<file path="src/rtl/tt_um_akanksha_hu8785_dff_arbiter_pkg.sv">
// Shared constants for the four-way round-robin D flip-flop arbiter.
package tt_um_akanksha_hu8785_dff_arbiter_pkg;

  // FSM encoding
  localparam logic [1:0] ST_IDLE    = 2'd0;
  localparam logic [1:0] ST_HOLD    = 2'd1;
  localparam logic [1:0] ST_RELEASE = 2'd2;

  // Number of requesters and hold counter width
  localparam int NREQ  = 4;
  localparam int CNT_W = 4;

  typedef logic [CNT_W-1:0] cnt_t;

  // One-hot decode of a 2-bit requester index
  function automatic logic [NREQ-1:0] onehot4(input logic [1:0] i);
    return 4'b0001 << i;
  endfunction

endpackage

</file>
<file path="src/rtl/tt_um_akanksha_hu8785_dff_arbiter_rr_pick4.sv">
// Combinational round-robin picker: the first active request at or after ptr, wrapping modulo 4.
module rr_pick4
  import tt_um_akanksha_hu8785_dff_arbiter_pkg::*;
(
  input  logic [3:0] req,
  input  logic [1:0] ptr,
  output logic       any,
  output logic [1:0] idx,
  output logic [3:0] onehot
);

  logic [1:0] cand;
  logic       found;

  // Scan ptr, ptr+1, ... and keep the first hit
  always_comb begin
    any   = |req;
    idx   = 2'd0;
    found = 1'b0;
    cand  = ptr;
    for (int k = 0; k < NREQ; k++) begin
      cand = ptr + k[1:0];
      if (!found && req[cand]) begin
        idx   = cand;
        found = 1'b1;
      end
    end
    onehot = any ? onehot4(idx) : 4'b0000;
  end

endmodule

</file>
<file path="src/rtl/tt_um_akanksha_hu8785_dff_arbiter.sv">
// Tiny Tapeout top: four requesters share one registered flop, granted round-robin
// for a bounded hold window. All uo_out bits decode purely from registered state.
module tt_um_akanksha_hu8785_dff_arbiter
  import tt_um_akanksha_hu8785_dff_arbiter_pkg::*;
#(
  parameter int HOLD_CYCLES = 4
) (
  input  logic       clk,
  input  logic       rst_n,
  input  logic       ena,
  input  logic [7:0] ui_in,
  input  logic [7:0] uio_in,
  output logic [7:0] uo_out,
  output logic [7:0] uio_out,
  output logic [7:0] uio_oe
);

  logic [3:0] req;
  logic [3:0] data;
  logic       abort;

  logic [1:0] state;
  logic [1:0] ptr;
  logic [1:0] gidx;
  cnt_t       cnt;
  logic       q;

  logic       pick_any;
  logic [1:0] pick_idx;
  logic [3:0] pick_onehot;

  logic       valid;
  logic [3:0] gnt;
  logic       hold_exit;

  assign req   = ui_in[3:0];
  assign data  = ui_in[7:4];
  assign abort = uio_in[0];

  // ena is always high on silicon and the upper uio pins carry nothing
  logic unused;
  assign unused = &{1'b0, ena, uio_in[7:1], pick_onehot};

  rr_pick4 u_pick (
    .req    (req),
    .ptr    (ptr),
    .any    (pick_any),
    .idx    (pick_idx),
    .onehot (pick_onehot)
  );

  // Leave HOLD on early release, abort, or an exhausted hold window
  assign hold_exit = !req[gidx] || abort || (cnt == '0);

  // Arbitration FSM with hold counter, priority pointer and the shared flop
  always_ff @(posedge clk or negedge rst_n) begin
    if (!rst_n) begin
      state <= ST_IDLE;
      ptr   <= 2'd0;
      gidx  <= 2'd0;
      cnt   <= '0;
      q     <= 1'b0;
    end else begin
      case (state)
        ST_IDLE: begin
          if (pick_any) begin
            gidx  <= pick_idx;
            q     <= data[pick_idx];
            cnt   <= cnt_t'(HOLD_CYCLES - 1);
            state <= ST_HOLD;
          end
        end
        ST_HOLD: begin
          q <= data[gidx];
          if (hold_exit) begin
            state <= ST_RELEASE;
          end else begin
            cnt <= cnt - 1'b1;
          end
        end
        ST_RELEASE: begin
          ptr   <= gidx + 2'd1;
          state <= ST_IDLE;
        end
        default: begin
          state <= ST_IDLE;
        end
      endcase
    end
  end

  assign valid = (state == ST_HOLD);
  assign gnt   = valid ? onehot4(gidx) : 4'b0000;

  assign uo_out  = {gidx, gnt, valid, q};
  assign uio_out = 8'h00;
  assign uio_oe  = 8'h00;

endmodule
</file>
<file path="config.mk">
export PLATFORM = sky130hd
export DESIGN_NAME = tt_um_akanksha_hu8785_dff_arbiter
export DESIGN_NICKNAME = d
export VERILOG_FILES = /design/src/rtl/tt_um_akanksha_hu8785_dff_arbiter_pkg.sv /design/src/rtl/tt_um_akanksha_hu8785_dff_arbiter_rr_pick4.sv /design/src/rtl/tt_um_akanksha_hu8785_dff_arbiter.sv
export SDC_FILE = /design/constraint.sdc
export NUM_CORES = 1
export LEC_CHECK = 0
export CORE_MARGIN = 2
export CORE_UTILIZATION = 43
export CTS_CLUSTER_DIAMETER = 120
export DETAILED_ROUTE_END_ITERATION = 7
export PLACE_DENSITY = 0.89
export SETUP_SLACK_MARGIN = 0.4
export SYNTH_ARGS = -nofsm -noshare
export SYNTH_HDL_FRONTEND = slang
export SYNTH_SLANG_ARGS = --single-unit
</file>
<file path="constraint.sdc">
create_clock -name clk -period 3.22 [get_ports clk]
set_clock_uncertainty 0.2 [all_clocks]
set_input_delay 0.644 -clock clk [delete_from_list [all_inputs] [get_ports clk]]
set_output_delay 0.644 -clock clk [all_outputs]
set_load 0.005 [all_outputs]
</file>
==> results of run 1 <==
==> cell usage in the layout, fill, tap and decap left out, drive strengths merged <==
master	Yosys	routed
a21o	1	1
a21oi	3	3
a221oi	1	1
a222oi	1	1
and2	6	6
clkbuf	1	4
clkdlybuf4s50	0	18
conb	1	16
dfrtp	11	11
ha	6	6
inv	7	7
mux2	1	1
mux2i	5	5
mux4	2	2
nand2	6	6
nand2b	2	2
nand3b	2	2
nor2	2	2
nor2b	1	1
nor3	4	4
nor3b	2	2
nor4	1	1
o21ai	5	5
o221ai	1	1
or2	1	1
or3	2	2
==> final timing paths <==
path	end	slack (ns)	cells after the start
worst max-delay path	uo_out[2]	0.66	4
worst min-delay path	cnt[3]$_DFFE_PN0P_	0.28	1
worst max register to register	state[0]$_DFFE_PN0P_	1.19	4
worst min register to register	cnt[3]$_DFFE_PN0P_	0.28	1
max in group asynchronous	cnt[1]$_DFFE_PN0P_	1.95	1
min in group asynchronous	ptr[1]$_DFFE_PN0N_	0.51	1
==> layer usage <==
metal	part of all wire [%]	routed length [um]	vias up	GRT usage [%]
met3	11	192	6	7.67
met4	2.1	38	0	7.14
met2	52	935	49	28.1
li1	-	-	321	-
met1	35	638	320	16.5
met5	0	0	-	0
==> final cells by class <==
cell class	count	area share, %
Clock buffer	4	2.56
Tap cell	27	3.29
Inverter	7	2.56
Sequential cell	11	26.8
Multi-Input combinational cell	71	47.2
Timing Repair Buffer	18	17.6
==> logic make-up after synthesis <==
group | Yosys count
and+or+nand+nor | 29
buffers and inverters | 26
AOI/OAI and AO/OA | 12
DFF | 11
muxes | 8
adders and majority gates | 6
other | 1
==> flip-flops by register name, summed over array words and instances (netlist names) <==
signal	flops
state	2
cnt	4
q	1
ptr	2
gidx	2
==> power by group <==
group	internal (mW)	switching (mW)	leakage, nW
sequential	0.188	0.0671	0.132
combinational	0.203	0.170	0.351
clock	0.0481	0.0501	0.0150
==> metrics by stage <==
stage | instances | area [um2] | hold slack (ns)
floorplan | 108 | 925 | 0.148
global placement | 134 | 1000 | 0.265
detailed placement | 134 | 1000 | 0.276
CTS | 138 | 1030 | 0.284
global route | 138 | 1030 | 0.300
finish | 138 | 1030 | 0.278
==> impl_metrics.json, run 1 <==
{
  "status": "completed",
  "die_w_um": 48.9,
  "clock_latency_ns": 0.28,
  "drive_gt1_share_pct": 7.21,
  "yosysMostFrequentCell": "buf_4",
  "endpoint_kind": "output port",
  "cts_resized": 0,
  "clock_sinks": 11,
  "final_nets": 137,
  "power_mw": 0.727,
  "ys_ff_latch": 11,
  "cts_tree": "yes",
  "synth_common_cells": "18 x buf_4, 11 x dfrtp_1, 7 x inv_1",
  "die_h_um": 48.9,
  "dp_hpwl_um": 1430,
  "setup.worst_path.class": "flop to output port",
  "cp_num_buf_inv": 2,
  "synthSimpleGateAreaFrac_pct": 18.6,
  "synth_top_area_share_pct": 31.7,
  "vias": 696,
  "yosys.area.top_type": "dfrtp_1",
  "power_per_cell_area_nw_per_um2": 708,
  "fin_util_pct": 52.8,
  "drtPass1Iterations": 4,
  "synthFlopType": "dfrtp_1",
  "gp_congestion": 0.802,
  "max_freq_ghz": 0.390,
  "syn_to_final_growth_pct": 18.2,
  "grt_antenna_before_repair": 0,
  "relSlewSlack_pct": 52.1,
  "postCtsHoldBufs": 0,
  "p_leak_nw": 0.498,
  "path_cells": "inv_1 -> ha_1 -> and2_1 -> clkdlybuf4s50_1",
  "hold_violations": 0,
  "routed_wl_um": 1800,
  "place_ws_ns": 0.456,
  "routed_via_density": 5.04,
  "n_fill_cell": 176,
  "ys_top_cells_by_area": "dfrtp_1 32%, buf_4 16%, ha_1 8.6%",
  "drc": 0,
  "synth_fa_ha_area_share_pct": 8.65,
  "rsz0062_at_grt": "no",
  "ys_seq_area_share_pct": 31.7,
  "netlist_area_um2": 868,
  "clockRootBuffer": "clkbuf_4",
  "start_kind": "flop",
  "hp-start": "cnt[3]$_DFFE_PN0P_",
  "muxShareOfSynthArea_pct": 12.2,
  "cts_max_level": 1,
  "hold_class": "flop to flop",
  "final.setup.tns_ns": 0,
  "num_antenna_cells": 0,
  "period_share_pct": 79.6,
  "maxCapViolCount": 0,
  "cp.arrival_ns": 1.72,
  "ir_drop_v": 0.000307,
  "grt_usage_pct": 16.2,
  "slew_viol_final": 0,
  "grt_remaining_overflow": 0,
  "wl_per_cell_um": 13.1,
  "yosys_warnings": 0,
  "worstMarginPinSlew_ns": 0.713,
  "cpLargestDelayFamily": "buffers and inverters",
  "synthArstFlopShare_pct": 100,
  "antenna_left": 0,
  "cts_buffers": 3,
  "ios": 43,
  "fp.coreArea_um2": 1940,
  "grt_pass1_vias": 666,
  "clockBufferDepth": 2,
  "synth_compound_area_share_pct": 9.37,
  "synth_top_family_by_area": "buffers and inverters",
  "regToRegStartpoint": "gidx[1]$_DFFE_PN0P_",
  "synth-edff-count": 0,
  "crit_slowest_cell": "dfrtp_1",
  "multi_input_area_um2": 484,
  "synth_cells": 93,
  "synthXorXnorAreaFrac_pct": 0,
  "start_util_pct": 44.7,
  "clk_pin_slew_ns": 0.08,
  "post-route-worst-setup-slack_ns": 0.658,
  "critical_path.max_stage_delay_ns": 0.51,
  "worstSetupStartpoint": "gidx[0]$_DFFE_PN0P_",
  "period_needed_ns": 2.56,
  "port_buffers": 18,
  "die-area_um2": 2390,
  "post-cts-setup-buffers": 0,
  "grt_first_pass_wirelength_um": 2910,
  "grt_max_degree": 12,
  "crit_required_ns": 2.38,
  "final-seq-area_um2": 275,
  "synth_cell_type_count": 26,
  "synth_area_per_cell_um2": 9.34,
  "rows": 16,
  "setup_viol": 0,
  "drt_iter0_drc": 17,
  "cp_max_fo": 7
}
No activity file was read; power rests on OpenSTA's default activity.
==> run 2: changes to the inputs <==
--- a/config.mk
+++ b/config.mk
@@ -6,10 +6,10 @@
 export NUM_CORES = 1
 export LEC_CHECK = 0
 export CORE_MARGIN = 2
-export CORE_UTILIZATION = 43
+export CORE_UTILIZATION = 40
 export CTS_CLUSTER_DIAMETER = 120
 export DETAILED_ROUTE_END_ITERATION = 7
-export PLACE_DENSITY = 0.89
+export PLACE_DENSITY = 0.84
 export SETUP_SLACK_MARGIN = 0.4
 export SYNTH_ARGS = -nofsm -noshare
 export SYNTH_HDL_FRONTEND = slang
==> constraint.sdc (replaced) <==
create_clock -name clk -period 2.66 [get_ports clk]
set_clock_uncertainty 0.2 [all_clocks]
set_input_delay 0.532 -clock clk [delete_from_list [all_inputs] [get_ports clk]]
set_output_delay 0.532 -clock clk [all_outputs]
set_load 0.005 [all_outputs]
==> run 2 against run 1 <==
Compared with the run above: sequential power is 19% higher; non-clock buffer count up 8; sequential share of layout area fell by 2.0 points; utilization rose by 3.0 points; cell count rose by 5.8%; combinational power grew 45%; routed wire length is 6.9% lower; die area up 6.9%; critical endpoint is now state[0]$_DFFE_PN0P_.
==> impl_metrics.json, run 2 (same netlist as run 1, synthesis figures left out) <==
{
  "die-area_um2": 2560,
  "wl_per_cell_um": 11.5,
  "drive_gt1_share_pct": 20.2,
  "cpLargestDelayFamily": "simple AND/OR/NAND/NOR gates",
  "hold_depth": 1,
  "n_fill_cell": 180,
  "antenna_left": 0,
  "vias": 691,
  "cts_tree": "yes",
  "crit_required_ns": 2.60,
  "grt_first_pass_wirelength_um": 2800,
  "clock_sinks": 11,
  "die_h_um": 50.6,
  "p_leak_nw": 0.603,
  "rrSetupSlack_ns": 0.62,
  "mostFrequentLayoutCells": "16 x conb_1, 12 x clkdlybuf4s50_1, 9 x dfrtp_1",
  "final_area_um2": 1120,
  "clock_latency_ns": 0.26,
  "final_nets": 145,
  "grt_usage_pct": 14.7,
  "syn_to_final_growth_pct": 28.7,
  "start_util_pct": 43.4,
  "final.setup.tns_ns": 0,
  "cts_buffers": 3,
  "num_antenna_cells": 0,
  "gp_congestion": 0.748,
  "routed_via_density": 4.73,
  "setup.worst_path.class": "input port to flop",
  "largest_reg_flops": 4,
  "drtPass1Iterations": 4,
  "drc": 0,
  "hp-start": "cnt[3]$_DFFE_PN0P_",
  "p_int_mw": 0.601,
  "power.switching_mw": 0.348,
  "period_needed_ns": 2.25,
  "r2r_end": "state[0]$_DFFE_PN0P_",
  "grt_antenna_before_repair": 0,
  "grt_pass1_vias": 656,
  "fp.coreArea_um2": 2000,
  "crit_slowest_cell": "mux4_2",
  "critical_path.max_stage_delay_ns": 0.50,
  "setup_viol": 0,
  "ios": 43,
  "clockPowerShare_pct": 11.2,
  "dp_hpwl_um": 1310,
  "cts_max_level": 1,
  "cp_num_buf_inv": 1,
  "slew_viol_final": 0,
  "maxCapViolCount": 0,
  "routed_wl_um": 1680,
  "rsz0062_at_grt": "no",
  "clk_pin_slew_ns": 0.06,
  "rows": 16,
  "clockBufferDepth": 2,
  "port_buffers": 18,
  "die_w_um": 50.6,
  "start_kind": "input port",
  "power_per_cell_area_nw_per_um2": 850,
  "switching_share_pct": 36.7,
  "regMostFlops": "cnt",
  "seq_power_share_pct": 31.9,
  "reg2reg_depth": 5,
  "grt_max_degree": 12,
  "hold_class": "flop to flop",
  "max_freq_ghz": 0.444,
  "ir_drop_v": 0.000382,
  "status": "completed",
  "final_common_cell": "conb_1",
  "cp.arrival_ns": 2.20,
  "place_area_um2": 1010,
  "cp_max_fo": 7,
  "clockRootBuffer": "clkbuf_4",
  "period_share_pct": 84.7,
  "regToRegStartpoint": "gidx[1]$_DFFE_PN0P_",
  "path_cells": "clkdlybuf4s50_1 -> mux4_2 -> nor3b_1 -> and2_1 -> or2_2",
  "combinationalPowerShare_pct": 56.9,
  "worstHoldEndpoint": "cnt[3]$_DFFE_PN0P_",
  "drt_iter0_drc": 13,
  "endpoint_kind": "flop",
  "hold_violations": 0,
  "grt_remaining_overflow": 0
}
run 2: changes by cell type in the layout (fill, tap and decap cells not counted), moves of 3 or more:
cell,change
buf_4,+8
clkdlybuf4s50_1,-6
dlymetal6s2s_1,+4
inv_1,-3
run 2: what timing repair did:
action / 4_1_cts / 5_1_grt
buffers inserted: 6 / 1
endpoints found under the hold margin: 0 / 0
hold buffers: 0 / 0
gates cloned: 0 / 0
setup endpoints to repair: 6 / 6
gates resized for setup: 7 / 8
run 2: cell type report:
class / instances / area, um2 / share of cell area [%]
Multi-Input combinational cell: 71 / 503 / 45.0
Sequential cell: 11 / 278 / 24.9
Timing Repair Buffer: 26 / 248 / 22.2
Tap cell: 27 / 33.8 / 3.02
Inverter: 7 / 28.8 / 2.58
Clock buffer: 4 / 26.3 / 2.35
run 2: power groups by stage:
stage	logic, mW	registers (mW)	clock network, mW
after global placement	0.431	0.301	0
after CTS	0.527	0.300	0.114
after detailed placement	0.444	0.308	0
after global routing	0.608	0.313	0.123
final	0.540	0.303	0.107
after floorplan	0.308	0.292	0
run 2: routing by layer:
layer	routed length (um)	track usage (%)	vias up	share of wire, %
met5	0	0	-	0
met4	39	8.56	0	2.3
met3	99	3.27	4	5.9
met2	857	25.0	28	51
met1	683	16.9	322	41
li1	-	-	337	-
run 2: worst max path at each step:
stage,start,to,slack [ns],depth (start not counted)
2_1_floorplan,ui_in[3],state[0]$_DFFE_PN0P_,0.67,5
3_3_place_gp,ui_in[3],state[0]$_DFFE_PN0P_,0.13,5
3_5_place_dp,ui_in[3],state[0]$_DFFE_PN0P_,0.12,5
4_1_cts,gidx[1]$_DFFE_PN0P_,uo_out[3],0.38,4
5_1_grt,ui_in[1],cnt[2]$_DFFE_PN0P_,0.40,6
6_report,ui_in[0],state[0]$_DFFE_PN0P_,0.41,5
run 2: worst register-to-register path, cell delays in order (launching register included):
cell and delay, ns:
dfrtp_2 0.42, buf_4 0.14, mux4_2 0.50, nor3b_1 0.17
and2_1 0.22, or2_2 0.28
run 2: per-stage QoR:
step | cells | setup slack, ns | total power [mW] | utilization [%] | hold slack [ns]
after floorplan | 108 | 0.665 | 0.599 | - | 0.0364
after global placement | 135 | 0.135 | 0.732 | 50.3 | 0.264
after detailed placement | 135 | 0.124 | 0.752 | 50.3 | 0.286
after CTS | 145 | 0.379 | 0.941 | 54.3 | 0.293
after global routing | 146 | 0.400 | 1.04 | 55.8 | 0.323
final | 146 | 0.407 | 0.949 | 55.8 | 0.288
==> run 3: changes to the inputs <==
==> constraint.sdc (replaced) <==
create_clock -name clk -period 2.2 [get_ports clk]
set_clock_uncertainty 0.2 [all_clocks]
set_input_delay 0.44 -clock clk [delete_from_list [all_inputs] [get_ports clk]]
set_output_delay 0.44 -clock clk [all_outputs]
set_load 0.005 [all_outputs]
==> run 3 against run 2 <==
Compared with the run above: sequential power up 19%; via count rose by 15%; sequential cell count unchanged; non-clock buffer count up 19.
==> impl_metrics.json, run 3 (same netlist as run 1, synthesis figures left out) <==
{
  "status": "completed",
  "cp_max_fo": 4,
  "gp_congestion": 0.713,
  "crit_required_ns": 1.56,
  "fp.coreArea_um2": 2000,
  "post-route-worst-setup-slack_ns": 0.208,
  "start_kind": "flop",
  "dp_hpwl_um": 1430,
  "max_freq_ghz": 0.502,
  "seq_power_share_pct": 23.7,
  "drtPass1Iterations": 4,
  "mostFrequentLayoutCells": "19 x buf_4, 16 x conb_1, 9 x dfrtp_1, 9 x buf_6, 7 x clkdlybuf4s50_1",
  "routed_via_density": 4.80,
  "cp.arrival_ns": 1.35,
  "clock_latency_ns": 0.27,
  "routed_wl_um": 2270,
  "grt_max_degree": 12,
  "final_common_cell": "buf_4",
  "drc": 0,
  "setup.worst_path.class": "flop to output port",
  "grt_pass1_vias": 774,
  "whs_ns": 0.298,
  "path_cells": "buf_6 -> ha_1 -> and2_1 -> clkdlybuf4s15_1",
  "slew_viol_final": 0,
  "grt_usage_pct": 18.1,
  "wl_per_cell_um": 13.8,
  "clk_pin_slew_ns": 0.06,
  "cts_tree": "yes",
  "drt_iter0_drc": 14,
  "final_cell_count_no_fill": 165,
  "ir_drop_v": 0.000675,
  "maxCapViolCount": 0,
  "p_int_mw": 0.960,
  "clockPowerShare_pct": 8.9,
  "grt_antenna_before_repair": 0,
  "antenna_left": 0,
  "ios": 43,
  "critical_path.max_stage_delay_ns": 0.42,
  "die-area_um2": 2560,
  "crit_slowest_cell": "dfrtp_1",
  "period_needed_ns": 1.99,
  "p_leak_nw": 0.669,
  "postCtsHoldBufs": 0,
  "clockBufferDepth": 2,
  "switching_share_pct": 37.1,
  "regMostFlops": "cnt",
  "rows": 16,
  "power_mw": 1.53,
  "fin_util_pct": 67.5,
  "place_ws_ns": -0.180,
  "cts_buffers": 3,
  "port_buffers": 18,
  "period_share_pct": 90.5,
  "num_antenna_cells": 0,
  "rsz0062_at_grt": "yes",
  "die_w_um": 50.6,
  "hold_class": "input port to asynchronous set/reset pin",
  "combinationalPowerShare_pct": 67.4,
  "power.switching_mw": 0.566,
  "largest_reg_flops": 4,
  "die_h_um": 50.6,
  "grt_first_pass_wirelength_um": 3430,
  "place_area_um2": 1070,
  "power_per_cell_area_nw_per_um2": 1130,
  "final.setup.tns_ns": 0,
  "vias": 792,
  "setup_viol": 0,
  "start_util_pct": 43.4,
  "syn_to_final_growth_pct": 55.6,
  "drive_gt1_share_pct": 42.0,
  "cts_max_level": 1,
  "hold_violations": 0,
  "place_inst": 142,
  "grt_remaining_overflow": 0,
  "final_area_um2": 1350,
  "clock_sinks": 11,
  "final_nets": 164,
  "clockRootBuffer": "clkbuf_4",
  "endpoint_kind": "output port"
}
-- run 3: per-layer routing --
| layer | up-vias | track usage (%) | wire, um |
|---|---|---|---|
| met4 | 0 | 6.76 | 34 |
| met5 | - | 0 | 0 |
| met3 | 4 | 1.49 | 124 |
| met2 | 28 | 37.1 | 1270 |
| met1 | 384 | 18.5 | 845 |
| li1 | 376 | - | - |
-- run 3: what timing repair did --
action	CTS	global route
setup buffers	15	4
pin swaps	6	4
endpoints found under the setup margin	15	11
gates resized for setup	47	12
-- run 3: critical path: cells and delay by family, from the launching register on --
family,cells,cell delay (ns)
flops,1,0.42
buf+inv,2,0.35
fa+ha+maj,1,0.18
simple gates,1,0.13
-- run 3: final timing paths --
path,from,end,slack [ns],cells after the start
max in group asynchronous,rst_n,gidx[1]$_DFFE_PN0P_,1.14,1
min in group clk,cnt[3]$_DFFE_PN0P_,cnt[3]$_DFFE_PN0P_,0.30,1
min reg2reg,cnt[3]$_DFFE_PN0P_,cnt[3]$_DFFE_PN0P_,0.30,1
max reg2reg,gidx[1]$_DFFE_PN0P_,state[0]$_DFFE_PN0P_,0.21,6
max,gidx[0]$_DFFE_PN0P_,uo_out[5],0.21,4
min,rst_n,cnt[1]$_DFFE_PN0P_,0.30,1
-- run 3: area by class of cell --
cell class / instances / area, um2
fill: 152 / 651
multi-input combinational: 71 / 587
timing repair buffer: 45 / 393
sequential: 11 / 278
inverter: 7 / 33.8
tap: 27 / 33.8
clock buffer: 4 / 26.3
-- run 3: power by group through the flow --
| stage | sequential [mW] | combinational (mW) | clock [mW] |
|---|---|---|---|
| 4_1_cts | 0.355 | 0.904 | 0.140 |
| 2_1_floorplan | 0.355 | 0.383 | 0 |
| 3_3_place_gp | 0.356 | 0.604 | 0 |
| 6_report | 0.361 | 1.03 | 0.136 |
| 3_5_place_dp | 0.368 | 0.626 | 0 |
| 5_1_grt | 0.371 | 1.12 | 0.153 |
